$ cat config.mk
export PLATFORM = sky130hd
export DESIGN_NAME = dmem_arbiter_flat
export DESIGN_NICKNAME = d
export VERILOG_FILES = /design/src/rtl/dmem_arbiter_if.sv /design/src/rtl/dmem_arbiter.sv /design/src/flat_wrapper.sv
export SDC_FILE = /design/constraint.sdc
export NUM_CORES = 1
export LEC_CHECK = 0
export ABC_CLOCK_PERIOD_IN_PS = 3090
export CAP_MARGIN = 40
export CORE_AREA = 2 2 127 129
export DETAILED_ROUTE_END_ITERATION = 8
export DIE_AREA = 0 0 129 131
export PLACE_DENSITY = 0.59
export REMOVE_ABC_BUFFERS = 1
export SLEW_MARGIN = 20
export SYNTH_ARGS = -nofsm -noshare
export SYNTH_HDL_FRONTEND = slang
export SYNTH_SLANG_ARGS = --single-unit
$ cat constraint.sdc
create_clock -name clk -period 3.09 [get_ports clk]
set_clock_uncertainty 0.15 [all_clocks]
set_input_delay 0.309 -clock clk [delete_from_list [all_inputs] [get_ports clk]]
set_output_delay 0.309 -clock clk [all_outputs]
set_load 0.005 [all_outputs]
$ cat src/rtl/dmem_arbiter_if.sv
// Bundle of the two requester ports plus the data-memory side of the
// arbiter. The arbiter connects through the slave modport; the
// environment that drives requests and models the memory uses master.
interface dmem_arbiter_if #(
    parameter int AWIDTH = 5,
    parameter int DWIDTH = 32
);
    logic              req0,   req1;
    logic              we0,    we1;
    logic [AWIDTH-1:0] addr0,  addr1;
    logic [DWIDTH-1:0] wdata0, wdata1;
    logic [2:0]        size0,  size1;
    logic              ack0,   ack1;
    logic              err0,   err1;
    logic [DWIDTH-1:0] rdata0, rdata1;

    logic              mem_we;
    logic [AWIDTH-1:0] mem_addr;
    logic [DWIDTH-1:0] mem_wdata;
    logic [2:0]        mem_size;
    logic [DWIDTH-1:0] mem_rdata;

    logic              busy;

    modport slave (
        input  req0, req1, we0, we1, addr0, addr1, wdata0, wdata1, size0, size1,
        input  mem_rdata,
        output ack0, ack1, err0, err1, rdata0, rdata1,
        output mem_we, mem_addr, mem_wdata, mem_size,
        output busy
    );

    modport master (
        output req0, req1, we0, we1, addr0, addr1, wdata0, wdata1, size0, size1,
        output mem_rdata,
        input  ack0, ack1, err0, err1, rdata0, rdata1,
        input  mem_we, mem_addr, mem_wdata, mem_size,
        input  busy
    );
endinterface

$ cat src/rtl/dmem_arbiter.sv
// Two-port round-robin arbiter in front of a single data memory.
// Each transaction runs IDLE -> ACCESS -> DONE. The memory is expected to
// place store bytes and to align/extend load data itself from mem_addr and
// mem_size; the arbiter only registers what it returns during ACCESS.
module dmem_arbiter #(
    parameter int AWIDTH = 5,
    parameter int DWIDTH = 32
) (
    input  logic           clk,
    input  logic           rst,
    dmem_arbiter_if.slave  bus
);
    typedef enum logic [1:0] {IDLE, ACCESS, DONE} state_t;

    state_t            state, next_state;
    logic              ptr;
    logic              gnt;
    logic              gnt_sel;
    logic              any_req;
    logic              illegal;
    logic              we_q;
    logic [AWIDTH-1:0] addr_q;
    logic [DWIDTH-1:0] wdata_q;
    logic [2:0]        size_q;
    logic [DWIDTH-1:0] rdata_q;

    // Pick the winner: a lone requester always wins, a tie goes to ptr.
    always_comb begin
        any_req = bus.req0 | bus.req1;
        gnt_sel = (bus.req0 && bus.req1) ? ptr : bus.req1;
    end

    // Alignment/size check on the latched request.
    always_comb begin
        illegal = 1'b0;
        case (size_q[1:0])
            2'b11:   illegal = 1'b1;
            2'b01:   illegal = addr_q[0];
            2'b10:   illegal = (addr_q[1:0] != 2'b00);
            default: illegal = 1'b0;
        endcase
    end

    // State register.
    always_ff @(posedge clk) begin
        if (rst) state <= IDLE;
        else     state <= next_state;
    end

    // Next-state logic; requests are only looked at in IDLE.
    always_comb begin
        next_state = state;
        case (state)
            IDLE:    if (any_req) next_state = ACCESS;
            ACCESS:  next_state = DONE;
            DONE:    next_state = IDLE;
            default: next_state = IDLE;
        endcase
    end

    // Grant bookkeeping, request capture and load-data capture.
    always_ff @(posedge clk) begin
        if (rst) begin
            ptr     <= 1'b0;
            gnt     <= 1'b0;
            we_q    <= 1'b0;
            addr_q  <= '0;
            wdata_q <= '0;
            size_q  <= '0;
            rdata_q <= '0;
        end else if (state == IDLE && any_req) begin
            gnt     <= gnt_sel;
            ptr     <= ~gnt_sel;
            we_q    <= gnt_sel ? bus.we1    : bus.we0;
            addr_q  <= gnt_sel ? bus.addr1  : bus.addr0;
            wdata_q <= gnt_sel ? bus.wdata1 : bus.wdata0;
            size_q  <= gnt_sel ? bus.size1  : bus.size0;
        end else if (state == ACCESS) begin
            rdata_q <= bus.mem_rdata;
        end
    end

    // Outputs; everything is forced quiet while rst is high so an aborted
    // store never reaches the memory and no stale ack escapes.
    always_comb begin
        bus.ack0      = 1'b0;
        bus.ack1      = 1'b0;
        bus.err0      = 1'b0;
        bus.err1      = 1'b0;
        bus.rdata0    = '0;
        bus.rdata1    = '0;
        bus.mem_we    = 1'b0;
        bus.mem_addr  = '0;
        bus.mem_wdata = '0;
        bus.mem_size  = '0;
        bus.busy      = 1'b0;
        if (!rst) begin
            bus.busy      = (state != IDLE);
            bus.mem_addr  = addr_q;
            bus.mem_wdata = wdata_q;
            bus.mem_size  = size_q;
            bus.mem_we    = (state == ACCESS) && we_q && !illegal;
            if (state == DONE) begin
                if (gnt) begin
                    bus.ack1   = 1'b1;
                    bus.err1   = illegal;
                    bus.rdata1 = (illegal || we_q) ? '0 : rdata_q;
                end else begin
                    bus.ack0   = 1'b1;
                    bus.err0   = illegal;
                    bus.rdata0 = (illegal || we_q) ? '0 : rdata_q;
                end
            end
        end
    end
endmodule

$ cat src/flat_wrapper.sv
// flat-port wrapper written by rule: the top's interface ports become plain ports
module dmem_arbiter_flat 
#(
    parameter int AWIDTH = 5,
    parameter int DWIDTH = 32
)
  (clk, rst, bus_req0, bus_req1, bus_we0, bus_we1, bus_addr0, bus_addr1, bus_wdata0, bus_wdata1, bus_size0, bus_size1, bus_mem_rdata, bus_ack0, bus_ack1, bus_err0, bus_err1, bus_rdata0, bus_rdata1, bus_mem_we, bus_mem_addr, bus_mem_wdata, bus_mem_size, bus_busy);
  dmem_arbiter_if #(.AWIDTH(AWIDTH), .DWIDTH(DWIDTH)) bus_i ();
  input  logic clk;
  input  logic rst;
  input wire logic [$bits(bus_i.req0)-1:0] bus_req0;
  input wire logic [$bits(bus_i.req1)-1:0] bus_req1;
  input wire logic [$bits(bus_i.we0)-1:0] bus_we0;
  input wire logic [$bits(bus_i.we1)-1:0] bus_we1;
  input wire logic [$bits(bus_i.addr0)-1:0] bus_addr0;
  input wire logic [$bits(bus_i.addr1)-1:0] bus_addr1;
  input wire logic [$bits(bus_i.wdata0)-1:0] bus_wdata0;
  input wire logic [$bits(bus_i.wdata1)-1:0] bus_wdata1;
  input wire logic [$bits(bus_i.size0)-1:0] bus_size0;
  input wire logic [$bits(bus_i.size1)-1:0] bus_size1;
  input wire logic [$bits(bus_i.mem_rdata)-1:0] bus_mem_rdata;
  output wire logic [$bits(bus_i.ack0)-1:0] bus_ack0;
  output wire logic [$bits(bus_i.ack1)-1:0] bus_ack1;
  output wire logic [$bits(bus_i.err0)-1:0] bus_err0;
  output wire logic [$bits(bus_i.err1)-1:0] bus_err1;
  output wire logic [$bits(bus_i.rdata0)-1:0] bus_rdata0;
  output wire logic [$bits(bus_i.rdata1)-1:0] bus_rdata1;
  output wire logic [$bits(bus_i.mem_we)-1:0] bus_mem_we;
  output wire logic [$bits(bus_i.mem_addr)-1:0] bus_mem_addr;
  output wire logic [$bits(bus_i.mem_wdata)-1:0] bus_mem_wdata;
  output wire logic [$bits(bus_i.mem_size)-1:0] bus_mem_size;
  output wire logic [$bits(bus_i.busy)-1:0] bus_busy;
  assign bus_i.req0 = bus_req0;
  assign bus_i.req1 = bus_req1;
  assign bus_i.we0 = bus_we0;
  assign bus_i.we1 = bus_we1;
  assign bus_i.addr0 = bus_addr0;
  assign bus_i.addr1 = bus_addr1;
  assign bus_i.wdata0 = bus_wdata0;
  assign bus_i.wdata1 = bus_wdata1;
  assign bus_i.size0 = bus_size0;
  assign bus_i.size1 = bus_size1;
  assign bus_i.mem_rdata = bus_mem_rdata;
  assign bus_ack0 = bus_i.ack0;
  assign bus_ack1 = bus_i.ack1;
  assign bus_err0 = bus_i.err0;
  assign bus_err1 = bus_i.err1;
  assign bus_rdata0 = bus_i.rdata0;
  assign bus_rdata1 = bus_i.rdata1;
  assign bus_mem_we = bus_i.mem_we;
  assign bus_mem_addr = bus_i.mem_addr;
  assign bus_mem_wdata = bus_i.mem_wdata;
  assign bus_mem_size = bus_i.mem_size;
  assign bus_busy = bus_i.busy;
  dmem_arbiter #(.AWIDTH(AWIDTH), .DWIDTH(DWIDTH)) u_core (.clk(clk), .rst(rst), .bus(bus_i));
endmodule
---- Word level (Yosys, flattened, before mapping) ----
Index checks and enable logic that the tools add are counted.
operators by class
  bitwise gates (word level) .............. 3
  muxes and demuxes ....................... 32
  eq/ne operators ......................... 6
  reduce and logical (&&, ||, !) cells .... 10
operators with widths
  cell                  count
  $mux W32              9
  $mux W1               16
  $mux W5               2
  $eq A2 B2 Y1 const B  3
  $mux W3               2
  $eq A2 B1 Y1 const B  2
  $logic_and A1 B1 Y1   4
  $pmux W2 S2           1
  $reduce_bool A2 Y1    2
  $pmux W1 S3           1
  $logic_not A2 Y1      1
  $mux W2               1
  $ne A2 B1 Y1 const B  1
  $not A1 Y1            2
  $reduce_and A2 Y1     1
  $logic_not A1 Y1      1
  $logic_or A1 B1 Y1    1
  $or A1 B1 Y1          1
storage, ports and cells
  bits in registers ....................... 77
  output and inout bits ................... 110
  logic and storage cells ................. 59

---- Depth between registers and ports, before layout ----
  depth in word-level cells ............... 7
  mapped depth ............................ 6

---- Worst setup path before layout ----
Ideal clock, no wire load.
  kind .................................... register to output
  start point ............................. register u_core.addr_q[0]
  end point ............................... output bus_rdata1[10]
  arrival ................................. 1239 ps
  path slack .............................. 1392 ps
  buffers on the path ..................... 2
  stages on the path, launching flop included .. 6
  required time ........................... 2631 ps
  cells stage by stage .................... dfxtp_1 > o21a_1 > o22a_2 > buf_6 > buf_8 > nor4b_2
between the ends
  cells in the longest elaborated chain, start to end .. 7
RTL lines
  item                    RTL line             source
  from (decl)             dmem_arbiter.sv:22   logic [AWIDTH-1:0] addr_q;
  from (signal assigned)  dmem_arbiter.sv:75   addr_q <= gnt_sel ? bus.addr1 : bus.addr0;
  $reduce_bool A2 Y1      dmem_arbiter.sv:39   2'b10: illegal = (addr_q[1:0] != 2'b00);
  $pmux W1 S3 (*)         dmem_arbiter.sv:36   case (size_q[1:0])
  $logic_or A1 B1 Y1 (*)  dmem_arbiter.sv:107  bus.rdata1 = (illegal || we_q) ? '0 : rdata_q;
  $mux W32 (*)            dmem_arbiter.sv:107
  $mux W32 (*)            dmem_arbiter.sv:104  if (gnt) begin
  $mux W32 (*)            dmem_arbiter.sv:103  if (state == DONE) begin
  $mux W32 (*)            dmem_arbiter.sv:97   if (!rst) begin
  to (decl)               flat_wrapper.sv:27   output wire logic [$bits(bus_i.rdata1)-1:0] bus_rdata1;
Mark *: on every way between the ends. The rest lies on a longest branch, timed or not.

---- Worst setup path after layout ----
  start point ............................. register u_core.state[1]
  end point ............................... output bus_rdata0[31]
between the ends
  cells in the longest elaborated chain, start to end .. 3
RTL lines
  item                    RTL line             source
  from (decl)             dmem_arbiter.sv:15   state_t state, next_state;
  from (signal assigned)  dmem_arbiter.sv:47   else state <= next_state;
  $eq A2 B2 Y1            dmem_arbiter.sv:103
  $mux W32                dmem_arbiter.sv:103
  $mux W32                dmem_arbiter.sv:97
  to (decl)               flat_wrapper.sv:26   output wire logic [$bits(bus_i.rdata0)-1:0] bus_rdata0;
No other way between the ends.

==> results.json <==
{
  "clkPwrFrac_pct": 38.1,
  "final_hold_viol_count": 0,
  "synth_adder_area_share_pct": 0,
  "layout_min_cycle_time_ns": 2.75,
  "total_power_mw": 2.83,
  "cts_sinks": 77,
  "synth_compound_area_share_pct": 14.4,
  "wl_um": 16200,
  "p_sw_mw": 0.780,
  "synthSimpleGateAreaFrac_pct": 43.6,
  "floorplan.initialDensity_pct": 29.3,
  "area_growth_pct": 58.0,
  "cp-startpoint": "u_core.state[1]",
  "status": "completed",
  "clk_pin_slew_worst_paths_ns": 0.06,
  "vias": 4939,
  "wl_per_cell_um": 17.2,
  "yosysWarnings": 0,
  "internal_power_mw": 2.05,
  "path_cells": "nor4b_4 > buf_4 > nor4bb_1 > clkdlybuf4s50_1",
  "seqPwrFrac_pct": 39.6,
  "avgSynthCellArea_um2": 8.39,
  "synth_top_family_by_area": "simple AND/OR/NAND/NOR gates",
  "post_route_cells_drive_above_1_share_pct": 13.3,
  "holdCritPathClass": "input port to flop",
  "crit_type": "flop to output pin",
  "muxShareOfSynthArea_pct": 0,
  "critPathRequiredTime_ns": 2.63,
  "drc": 0,
  "critPathBufInv": 2,
  "postLayoutCoreUtil_pct": 46.2,
  "worst-path-max-fanout": 34,
  "synth_seq_area_share_pct": 33.8,
  "die_area_mm2": 0.0169,
  "syn_area_mm2": 0.00456,
  "grt_remaining_overflow": 0,
  "cts_inserted_buffers": 9,
  "cts_max_level": 3,
  "grt_first_pass_wirelength_um": 25000,
  "async_flop_share_pct": 0,
  "track_usage_pct": 18.5,
  "tightestPinTransition_ns": 0.824,
  "max_slew_margin_pct": 45.0,
  "synthFlopType": "dfxtp_1",
  "ctsResizeCount": 0,
  "synth_seq_cells": 77,
  "diodes": 0,
  "std_cell_rows": 46,
  "core_area_mm2": 0.0156,
  "start_kind": "flop",
  "drv_cap": 0,
  "first_pass_iters": 4,
  "leakagePower_nw": 2.26,
  "place.gp.congestion": 0.826,
  "whs_ns": 0.0596,
  "crit_family": "buffers and inverters",
  "grt_pass1_vias": 4680,
  "timing.rr.start": "u_core.state[1]",
  "crit_path_end_kind": "output pin",
  "p_sw_share_pct": 27.5,
  "dieHeight_um": 131,
  "peakVddDrop_mv": 0.187,
  "port_buffers": 227,
  "cts_setup_buffers": 0,
  "grt_max_degree": 89,
  "antenna_found_initial": 0,
  "drt_iter0_markers": 237,
  "io_pins": 228,
  "cts_root_buf": "clkbuf_16",
  "yosys.area_share.xor_xnor_pct": 0,
  "fmax_mhz": 363,
  "clkLatencyLatePin_ns": 0.34,
  "hold_buffers": 0,
  "power_density_mw_per_mm2": 393,
  "drtAntennaViolNets": 0,
  "fin_nets": 838,
  "setup_tns_ns": 0,
  "avgViaCountPerCell": 5.25,
  "rsz0062_at_grt": "false",
  "syn_inst": 544,
  "cpPeakStageDelay_ns": 0.55,
  "cts_max_path_buffers": 2,
  "dieWidth_um": 129,
  "synth_cell_types": 31,
  "cp.arrival_ns": 2.29,
  "slew_violations": 0,
  "slowest_stage": "clkdlybuf4s50_1",
  "tritoncts": "built",
  "finalSetupViolations": 0,
  "fin_crit_sh_pct": 89.1,
  "worstHoldStart": "rst",
  "hpwl_um": 10400,
  "synth-edff-count": 0,
  "combinationalPowerShare_pct": 22.3,
  "fill_cells": 1564
}
==> routing by layer <==
| metal | track usage [%] | vias to the layer above | share of wire, % |
|---|---|---|---|
| li1 | - | 2386 | - |
| met1 | 23.3 | 2314 | 44 |
| met2 | 29.1 | 220 | 43 |
| met3 | 7.33 | 19 | 11 |
| met4 | 5.88 | 0 | 1.7 |
| met5 | 0 | - | 0 |
==> worst paths after layout <==
check	endpoint	slack, ns	cells after the start
max	bus_rdata0[31]	0.34	4
max reg2reg	u_core.addr_q[3]	1.18	4
min	u_core.state[1]	0.06	2
min reg2reg	u_core.rdata_q[2]	0.32	2
==> Yosys cell counts (2+ instances only) <==
master     n  area (um2)
nand4_1   82         513
dfxtp_1   77        1540
nand2_1   65         244
clkbuf_1  43         161
a31oi_1   41         257
nor2b_1   41         257
o21ai_0   37         185
a21oi_1   34         170
and4bb_2  28         350
buf_2     25         125
nor4b_2   25         375
o21ai_1    6        30.0
nor2_1     4        15.0
nor4b_1    4        35.0
nor4b_4    4        95.1
nor4bb_1   4        40.0
clkbuf_2   3        15.0
nand3_1    3        15.0
and2_1     2        12.5
buf_1      2        7.51
buf_6      2        22.5
buf_8      2        30.0
nand2b_1   2        12.5
==> worst reg2reg max path, stage by stage (launching register included) <==
cell	delay [ns]
dfxtp_1	0.39
nor2_4	0.14
buf_4	0.62
nand4_1	0.36
a31oi_1	0.19
==> registers in the layout, indices dropped and copies added, names as in the netlist <==
signal,count
u_core.size_q,3
u_core.we_q,1
u_core.rdata_q,32
u_core.wdata_q,32
u_core.addr_q,5
u_core.state,2
u_core.gnt,1
u_core.ptr,1
==> metrics by stage <==
stage | instances | setup slack [ns] | cell area, um2
4_1_cts | 939 | 0.293 | 7180
5_1_grt | 940 | 0.144 | 7210
2_1_floorplan | 466 | -0.475 | 4200
6_report | 940 | 0.337 | 7210
3_5_place_dp | 924 | 0.704 | 6880
3_3_place_gp | 924 | 0.772 | 6880
==> cell usage in the layout, fill, tap and decap left out, types with 3 or more instances in the layout <==
master and count:
a21oi_1 34, a31oi_1 41, and4bb_2 28, buf_4 14, clkbuf_16 9, clkdlybuf4s50_1 225
dfxtp_1 76, nand2_1 65, nand4_1 82, nor2_1 3, nor2b_1 40, nor4b_1 4
nor4b_2 25, nor4b_4 4, nor4bb_1 4, o21ai_0 37, o21ai_1 6
==> power by group through the flow <==
stage | combinational, mW | clock (mW) | sequential [mW]
final | 0.632 | 1.08 | 1.12
after global routing | 0.687 | 1.15 | 1.13
after CTS | 0.633 | 1.11 | 1.12
after detailed placement | 0.630 | 0 | 1.14
after global placement | 0.619 | 0 | 1.14
after floorplan | 0.255 | 0 | 1.14
==> kinds of logic after synthesis <==
| logic type | count (synthesis) |
|---|---|
| AO/OA/AOI/OAI | 120 |
| buffers and inverters | 79 |
| flip-flops | 77 |
| AND/OR/NAND/NOR | 268 |
==> layout make-up <==
type                    count  area (um2)  share of cell area (%)
clock inverters             4        47.5                   0.659
well taps                 216         270                    3.75
flip-flops and latches     77        1540                    21.4
clock buffers              11         253                    3.50
repair buffers            243        2430                    33.7
multi-input cells         388        2670                    37.0
inverters                   1        3.75                  0.0520
Power figures use the tool's default switching activity.
==> patch (same flow settings) <==
`DWIDTH` is set to 32 in 3 places; all go to 28.
--- a/src/rtl/dmem_arbiter_if.sv
+++ b/src/rtl/dmem_arbiter_if.sv
@@ -3,7 +3,7 @@
 // environment that drives requests and models the memory uses master.
 interface dmem_arbiter_if #(
     parameter int AWIDTH = 5,
-    parameter int DWIDTH = 32
+    parameter int DWIDTH = 28
 );
     logic              req0,   req1;
     logic              we0,    we1;
--- a/src/rtl/dmem_arbiter.sv
+++ b/src/rtl/dmem_arbiter.sv
@@ -4,7 +4,7 @@
 // mem_size; the arbiter only registers what it returns during ACCESS.
 module dmem_arbiter #(
     parameter int AWIDTH = 5,
-    parameter int DWIDTH = 32
+    parameter int DWIDTH = 28
 ) (
     input  logic           clk,
     input  logic           rst,
--- a/src/flat_wrapper.sv
+++ b/src/flat_wrapper.sv
@@ -2,7 +2,7 @@
 module dmem_arbiter_flat 
 #(
     parameter int AWIDTH = 5,
-    parameter int DWIDTH = 32
+    parameter int DWIDTH = 28
 )
   (clk, rst, bus_req0, bus_req1, bus_we0, bus_we1, bus_addr0, bus_addr1, bus_wdata0, bus_wdata1, bus_size0, bus_size1, bus_mem_rdata, bus_ack0, bus_ack1, bus_err0, bus_err1, bus_rdata0, bus_rdata1, bus_mem_we, bus_mem_addr, bus_mem_wdata, bus_mem_size, bus_busy);
   dmem_arbiter_if #(.AWIDTH(AWIDTH), .DWIDTH(DWIDTH)) bus_i ();
Interface: changed (6 resized); port bits go from 228 to 204. The function was not compared with the original's and may differ.
==> patch against the unedited design <==
- area after synthesis fell by 16%
- total power down 12%
- critical path type unchanged
- sequential cell count is 8 lower
- critical path depth fell by 1
- cell area down 13%
- via count decreased by 13%
- count of clock-buffer cells in the layout rose by 1
- fmax shrank 5.5%
- routed wire length down 14%
- sequential share of layout area increased by 0.69 points
- worst setup slack worse by 0.16 ns
- final cell count down 8.3%
==> patch: results (changes against the unedited design) <==
| Metric | Value |
|---|---|
| Status | finished, final reports clean (unchanged) |
| Netlist cell types | 29 (was 31) |
| Worst EP arrival | 2.45 ns (was 2.29 ns) |
| Largest net degree at the start of global routing | 77 (was 89) |
| Seq/Total Area, Yosys | 36.2% (was 33.8%) |
| Grt met1 use | 20.7% (was 23.3%) |
| Place WS | 0.509 ns (was 0.704 ns) |
| Max incr delay on CP | 0.63 ns (was 0.55 ns) |
| Vias in the first global route | 4236 (was 4680) |
| Comb. pwr | 545 uW (was 632 uW) |
| Placed Instances | 848 (was 924) |
| Met2 Use GR | 26.8% (was 29.1%) |
| Slowest stage cell on the critical path | and4bb_2 (was clkdlybuf4s50_1) |
| Final #Nets | 749 (was 838) |
| Total Routing Usage GR | 16.7% (was 18.5%) |
| Fillers | 1628 (was 1564) |
| Routed WL | 14000 um (was 16200 um) |
| DR WL met2 | 6230 um (was 6960 um) |
| Peak VDD IR | 0.198 mV (was 0.187 mV) |
| Vias | 4302 (was 4939) |
| Slew @ Worst Pin | 0.757 ns (was 0.824 ns) |
| P_sw | 687 uW (was 780 uW) |
| P_seq | 1010 uW (was 1120 uW) |
| DP Wirelength | 9440 um (was 10400 um) |
| Synth area leaders | dfxtp_1 (36%), nor4bb_1 (7.3%), a31oi_1 (6.1%), nand4_1 (6.1%), nor2b_1 (6.1%) (was dfxtp_1 (34%), nand4_1 (11%), nor4b_2 (8.2%), and4bb_2 (7.7%), a31oi_1 (5.6%)) |
| Compound-gate portion of the synthesized area | 15.7% (was 14.4%) |
| Placed inst area | 5990 um^2 (was 6880 um^2) |
==> patch: cell types whose count changed in the layout (fill, tap and decap cells not counted), moves of 8 or more <==
| cell | delta |
|---|---|
| dfxtp_1 | -8 |
| nor4b_2 | -15 |
| nand2_1 | -8 |
| nor4bb_1 | +24 |
| nand4_1 | -45 |
| and4bb_2 | -27 |
| nand3_1 | +36 |
| clkdlybuf4s50_1 | -23 |
| nor4b_1 | +13 |
==> patch: layout make-up <==
class	count	area [um^2]	share of cell area, %
multi-input cells	347	2180	34.8
repair buffers	215	2160	34.4
flip-flops and latches	69	1380	22.1
well taps	216	270	4.32
clock buffers	12	256	4.10
clock inverters	2	10.0	0.160
inverters	1	3.75	0.0599
==> patch: path summary, 6_finish.rpt <==
path	endpoint	slack, ns	cells past startpoint
setup / recovery	bus_rdata1[8]	0.18	3
hold / removal	u_core.rdata_q[13]	0.31	2
setup reg to reg	u_core.we_q	1.32	4
hold reg to reg	u_core.rdata_q[13]	0.31	2
